`src/rtl/wall_pkg.sv`:
```
// Shared types and colour constants for the wall sequencer.
package wall_pkg;

   typedef enum logic [1:0] {
      StIdle     = 2'd0,
      StApproach = 2'd1,
      StCheck    = 2'd2,
      StResult   = 2'd3
   } state_e;

   localparam logic [15:0] DEFAULT_WALL_COLOR = 16'h001F;
   localparam logic [15:0] PASS_COLOR         = 16'h07E0;
   localparam logic [15:0] FAIL_COLOR         = 16'hF800;

   function automatic logic [7:0] sat_inc8(input logic [7:0] v);
      return (v == 8'hFF) ? v : v + 8'd1;
   endfunction

endpackage

```
`src/rtl/overlap_counter.sv`:
```
// 16-bit saturating counter of wall/player overlap pixels; clear wins over enable.
module overlap_counter (
   input  logic        clk_i,
   input  logic        rst_i,
   input  logic        clear_i,
   input  logic        enable_i,
   output logic [15:0] count_o
);

   logic [15:0] count_q;

   always_ff @(posedge clk_i) begin
      if (rst_i || clear_i) begin
         count_q <= '0;
      end else if (enable_i && (count_q != 16'hFFFF)) begin
         count_q <= count_q + 16'd1;
      end
   end

   assign count_o = count_q;

endmodule

```
`src/rtl/wall_sequencer.sv`:
```
// Wall approach / collision-check / result sequencer for the hole-in-the-wall game.
module wall_sequencer
   import wall_pkg::*;
#(
   parameter int unsigned ACTIVE_H_PIXELS = 1280,
   parameter int unsigned ACTIVE_LINES    = 720,
   parameter logic [7:0]  START_DEPTH     = 8'd255,
   parameter int unsigned FRAMES_PER_STEP = 2,
   parameter logic [7:0]  DEPTH_STEP      = 8'd1,
   parameter logic [15:0] HIT_THRESHOLD   = 16'd64,
   parameter int unsigned RESULT_FRAMES   = 60,
   parameter logic [15:0] WALL_COLOR      = DEFAULT_WALL_COLOR
) (
   input  logic        clk_in,
   input  logic        rst_in,
   input  logic        start_in,
   input  logic        new_frame_in,
   input  logic [10:0] h_count_in,
   input  logic [9:0]  v_count_in,
   input  logic        is_wall_in,
   input  logic        is_player_in,
   input  logic [7:0]  player_depth_in,
   output logic [7:0]  wall_depth_out,
   output logic [15:0] wall_color_out,
   output logic        wall_active_out,
   output logic        check_done_out,
   output logic        pass_out,
   output logic [7:0]  score_out,
   output logic [1:0]  state_out
);

   localparam logic [10:0] HLimit     = 11'(ACTIVE_H_PIXELS);
   localparam logic [9:0]  VLimit     = 10'(ACTIVE_LINES);
   localparam logic [15:0] StepLast   = 16'(FRAMES_PER_STEP - 1);
   localparam logic [15:0] ResultLast = 16'(RESULT_FRAMES - 1);

   state_e      state_q;
   logic [7:0]  depth_q;
   logic [15:0] color_q;
   logic        active_q;
   logic        done_q;
   logic        pass_q;
   logic [7:0]  score_q;
   logic [15:0] frame_cnt_q;
   logic        armed_q;

   logic [15:0] overlap_cnt;
   logic        in_active;
   logic        cnt_en;
   logic        cnt_clear;
   logic        depth_reach;
   logic        pass_now;

   assign in_active = (h_count_in < HLimit) && (v_count_in < VLimit);
   assign cnt_en    = (state_q == StCheck) && armed_q && in_active && is_wall_in && is_player_in;
   assign cnt_clear = (state_q == StCheck) && new_frame_in && !armed_q;
   assign pass_now  = overlap_cnt < HIT_THRESHOLD;
   // 9-bit compare so player depths near 255 cannot wrap past the wall.
   assign depth_reach = {1'b0, depth_q} <= ({1'b0, player_depth_in} + {1'b0, DEPTH_STEP});

   overlap_counter u_overlap_counter (
      .clk_i    (clk_in),
      .rst_i    (rst_in),
      .clear_i  (cnt_clear),
      .enable_i (cnt_en),
      .count_o  (overlap_cnt)
   );

   always_ff @(posedge clk_in) begin
      if (rst_in) begin
         state_q     <= StIdle;
         depth_q     <= START_DEPTH;
         color_q     <= WALL_COLOR;
         active_q    <= 1'b0;
         done_q      <= 1'b0;
         pass_q      <= 1'b0;
         score_q     <= 8'd0;
         frame_cnt_q <= 16'd0;
         armed_q     <= 1'b0;
      end else begin
         done_q <= 1'b0;
         unique case (state_q)
            StIdle: begin
               if (start_in) begin
                  state_q     <= StApproach;
                  depth_q     <= START_DEPTH;
                  color_q     <= WALL_COLOR;
                  active_q    <= 1'b1;
                  pass_q      <= 1'b0;
                  score_q     <= 8'd0;
                  frame_cnt_q <= 16'd0;
               end
            end
            StApproach: begin
               if (new_frame_in) begin
                  if (frame_cnt_q == StepLast) begin
                     frame_cnt_q <= 16'd0;
                     if (depth_reach) begin
                        depth_q <= player_depth_in;
                        state_q <= StCheck;
                        armed_q <= 1'b0;
                     end else begin
                        depth_q <= depth_q - DEPTH_STEP;
                     end
                  end else begin
                     frame_cnt_q <= frame_cnt_q + 16'd1;
                  end
               end
            end
            StCheck: begin
               // First frame pulse arms the count, the second closes it.
               if (new_frame_in) begin
                  if (!armed_q) begin
                     armed_q <= 1'b1;
                  end else begin
                     armed_q     <= 1'b0;
                     pass_q      <= pass_now;
                     done_q      <= 1'b1;
                     color_q     <= pass_now ? PASS_COLOR : FAIL_COLOR;
                     state_q     <= StResult;
                     frame_cnt_q <= 16'd0;
                     if (pass_now) begin
                        score_q <= sat_inc8(score_q);
                     end
                  end
               end
            end
            StResult: begin
               if (new_frame_in) begin
                  if (frame_cnt_q == ResultLast) begin
                     frame_cnt_q <= 16'd0;
                     depth_q     <= START_DEPTH;
                     color_q     <= WALL_COLOR;
                     if (pass_q) begin
                        state_q <= StApproach;
                     end else begin
                        state_q  <= StIdle;
                        active_q <= 1'b0;
                     end
                  end else begin
                     frame_cnt_q <= frame_cnt_q + 16'd1;
                  end
               end
            end
         endcase
      end
   end

   assign wall_depth_out  = depth_q;
   assign wall_color_out  = color_q;
   assign wall_active_out = active_q;
   assign check_done_out  = done_q;
   assign pass_out        = pass_q;
   assign score_out       = score_q;
   assign state_out       = state_q;

endmodule
```
`config.mk`:
```
export PLATFORM = sky130hd
export DESIGN_NAME = wall_sequencer
export DESIGN_NICKNAME = d
export VERILOG_FILES = /design/src/rtl/wall_pkg.sv /design/src/rtl/overlap_counter.sv /design/src/rtl/wall_sequencer.sv
export SDC_FILE = /design/constraint.sdc
export NUM_CORES = 1
export LEC_CHECK = 0
export BUFFER_PORTS_ARGS = -buffer_cell sky130_fd_sc_hd__buf_2
export CAP_MARGIN = 20
export CORE_MARGIN = 5
export CORE_UTILIZATION = 25
export CTS_CLUSTER_DIAMETER = 200
export DETAILED_ROUTE_END_ITERATION = 16
export GPL_TIMING_DRIVEN = 0
export PLACE_DENSITY = 0.4
export REMOVE_ABC_BUFFERS = 1
export SETUP_SLACK_MARGIN = 0.3
export SYNTH_ARGS = -nofsm -noshare
export SYNTH_HDL_FRONTEND = slang
export SYNTH_HIERARCHICAL = 1
export SYNTH_SLANG_ARGS = --single-unit
```
`constraint.sdc`:
```
create_clock -name clk_in -period 6.5 [get_ports clk_in]
set_clock_uncertainty 0.05 [all_clocks]
set_input_delay 0.975 -clock clk_in [delete_from_list [all_inputs] [get_ports clk_in]]
set_output_delay 0.975 -clock clk_in [all_outputs]
set_load 0.01 [all_outputs]
```
==> impl_metrics.py <==
metrics = {
    "clocking": {
        "clk_path_buf_depth": 2,
        "clock_latency_ns": 0.33,
        "cts_setup_buffers": 0,
        "cts_tree": "built",
        "cts_buffers": 9,
        "cts.sinks": 57,
        "clockRootBuffer": "clkbuf_16",
        "hold_buffers": 0,
        "htreeDepth": 3,
        "clkTransAtPathRegs_ns": 0.05,
        "post_cts_resize_count": 0,
    },
    "critical_path": {
        "r2r_start": "state_out[1]",
        "crit_type": "in -> reg",
        "cp-startpoint": "player_depth_in[2]",
        "r2r_slack_ns": 3.42,
        "arrival_ns": 3.83,
        "cp-end-kind": "flop",
        "cp_max_fo": 10,
        "cp.required_ns": 6.68,
        "setup.worst_path.start_class": "primary input",
    },
    "sta": {
        "worst_pin_slew_ns": 0.637,
        "finalCritPeriodShare_pct": 56.2,
        "fmax_mhz": 274,
        "relSlewSlack_pct": 57.2,
        "period_needed_ns": 3.65,
        "rsz0062_at_grt": "false",
        "final-hold-violation-count": 0,
        "finalSetupViolCount": 0,
        "slew_violations": 0,
        "fin_setup_tns_ns": 0,
    },
    "die": {
        "fp-row-count": 44,
        "pin_count": 72,
        "initial_core_util_pct": 25.3,
        "core-area_um2": 14400,
        "fp.dieW_um": 131,
        "dieArea_um2": 17000,
        "die_h_um": 131,
    },
    "routing": {
        "wl_um": 9450,
        "drt_iter0_drc": 221,
        "drc": 0,
        "wire_per_inst_um": 14.2,
        "dr.pass1.iters": 4,
        "num_vias": 3264,
        "ant_nets": 0,
        "avgViaCountPerCell": 4.92,
    },
    "yosys": {
        "synth_edf_count": 0,
        "yosysTopAreaCell": "dfxtp_1",
        "yosysUniqueCellTypes": 66,
        "synthCells": 428,
        "yosysWarnings": 6,
        "async_reset_ff_share_pct": 0,
        "synth_seq_cells": 57,
        "synthTopCellsByArea": "dfxtp_1 31%, ha_1 6.9%, nor2_1 5.7%",
        "yosys_most_used_dff": "dfxtp_1",
        "syn-cell-area_um2": 3630,
        "yosysTopAreaCellShare_pct": 31.4,
        "yosysSeqAreaShare_pct": 31.4,
        "synth_area_per_cell_um2": 8.49,
    },
    "cells_and_area": {
        "fin_cells": 664,
        "mostFrequentLayoutCell": "buf_2",
        "nets": 530,
        "nFillCells": 1543,
        "diodes": 0,
        "final_cell_mix": "59 x buf_2, 57 x dfxtp_1, 55 x nor2_1",
        "drive_gt1_share_pct": 21.5,
        "syn_to_final_growth_pct": 19.2,
    },
    "power_and_ir_drop": {
        "p_leak_uw": 0.00173,
        "power_density_nw_per_um2": 288,
        "vdd_ir_drop_max_mv": 0.140,
    },
    "flow_run": {
        "maxCapViolations": 0,
    },
    "global_routing": {
        "grt_max_degree": 20,
        "antenna_found_initial": 0,
        "grt_pass1_wl_um": 15900,
        "grt_pass1_vias": 3115,
        "grt.overflow.total": 0,
        "track_usage_pct": 11.6,
    },
    "place": {
        "gp_congestion": 0.795,
        "io_buffers": 59,
        "dp.cells": 648,
        "dp_hpwl_um": 7020,
    },
    "min_path": {
        "min_from": "u_overlap_counter/count_o[1]",
        "hp-class": "reg -> reg",
    },
    "outcome": {
        "status": "completed",
    },
}
==> logic make-up after synthesis <==
| logic type | Yosys count | share of synthesized area, % |
|---|---|---|
| adders and majority gates | 20 | 6.88 |
| DFF | 57 | 31.4 |
| AOI/OAI and AO/OA | 79 | 16.0 |
| xor gates and xnor gates | 28 | 6.75 |
| buffers and inverters | 39 | 5.47 |
| and+or+nand+nor | 197 | 31.3 |
| muxes | 8 | 2.20 |
==> synth_stat cells (2+ instances only) <==
cell type	n
mux2i_1	8
a32oi_1	2
xor2_1	21
nor2_1	55
o31ai_1	3
and3_1	7
inv_1	15
o211ai_1	3
buf_2	2
o21ai_0	13
dfxtp_1	57
a21oi_1	24
or4_1	6
nor3b_1	2
a22o_2	4
nand3b_1	2
a31oi_1	3
o211a_1	2
nand2b_1	2
xnor2_1	7
nor3_2	2
and4_1	9
nor4_4	2
or2_2	3
nand3_1	15
a211oi_1	2
buf_4	13
a41o_1	4
a2bb2oi_1	2
and2_1	3
nor3_1	7
nand4_2	3
nand4_1	19
clkbuf_1	7
nand2_1	34
a22oi_1	5
or3_1	10
ha_1	20
nor4_1	3
==> report_power, final <==
part / internal, uW / switching [uW]
registers: 366 / 24.0
clock network: 333 / 170
logic: 128 / 227
total: 827 / 421
==> critical path, cell delays in order <==
cell      delay [ns]
buf_2           0.14
and3_1          0.20
and2_1          0.16
nand4_1         0.12
xor2_1          0.17
ha_1            0.31
a21oi_1         0.19
nand2_1         0.09
o211ai_1        0.45
nor2_2          0.25
or4b_1          0.55
a31o_1          0.22
==> routing by layer <==
metal | vias to the layer above | global-route usage, % | share of wire (%)
li1 | 1655 | - | -
met1 | 1526 | 16.3 | 51
met2 | 70 | 17.4 | 43
met3 | 13 | 2.93 | 4.3
met4 | 0 | 3.99 | 1.5
met5 | - | 0 | 0
==> final cells by class <==
class | instances | area, um^2 | area share (%)
Clock buffer | 10 | 229 | 5.28
Multi-Input combinational cell | 332 | 2290 | 53.0
Timing Repair Buffer | 59 | 295 | 6.81
Tap cell | 184 | 230 | 5.31
Clock inverter | 6 | 82.6 | 1.91
Inverter | 16 | 60.1 | 1.39
Sequential cell | 57 | 1140 | 26.3
==> worst paths after layout <==
check                                       to  depth (start not counted)
setup / recovery             wall_depth_out[0]                         12
hold / removal    u_overlap_counter/count_o[1]                          2
setup reg to reg             wall_depth_out[2]                          8
hold reg to reg   u_overlap_counter/count_o[1]                          2
==> sequential cells by signal, summed over array words and instances (netlist names) <==
register / count
check_done_out: 1
u_overlap_counter/count_o: 16
wall_active_out: 1
frame_cnt_q: 16
wall_depth_out: 8
pass_out: 1
wall_color_out: 3
armed_q: 1
score_out: 8
state_out: 2
==> per-stage QoR <==
step	total power, uW	hold slack [ns]	util (%)	cell area (um^2)	setup slack [ns]
6_report	1250	0.436	30.2	4330	2.85
5_1_grt	1320	0.497	30.2	4330	2.60
4_1_cts	1260	0.442	30.2	4330	2.85
3_5_place_dp	753	0.435	28.0	4020	2.51
3_3_place_gp	753	0.432	28.0	4020	2.56
2_1_floorplan	649	0.413	-	3500	3.01
(Power assumes the default switching activity.)
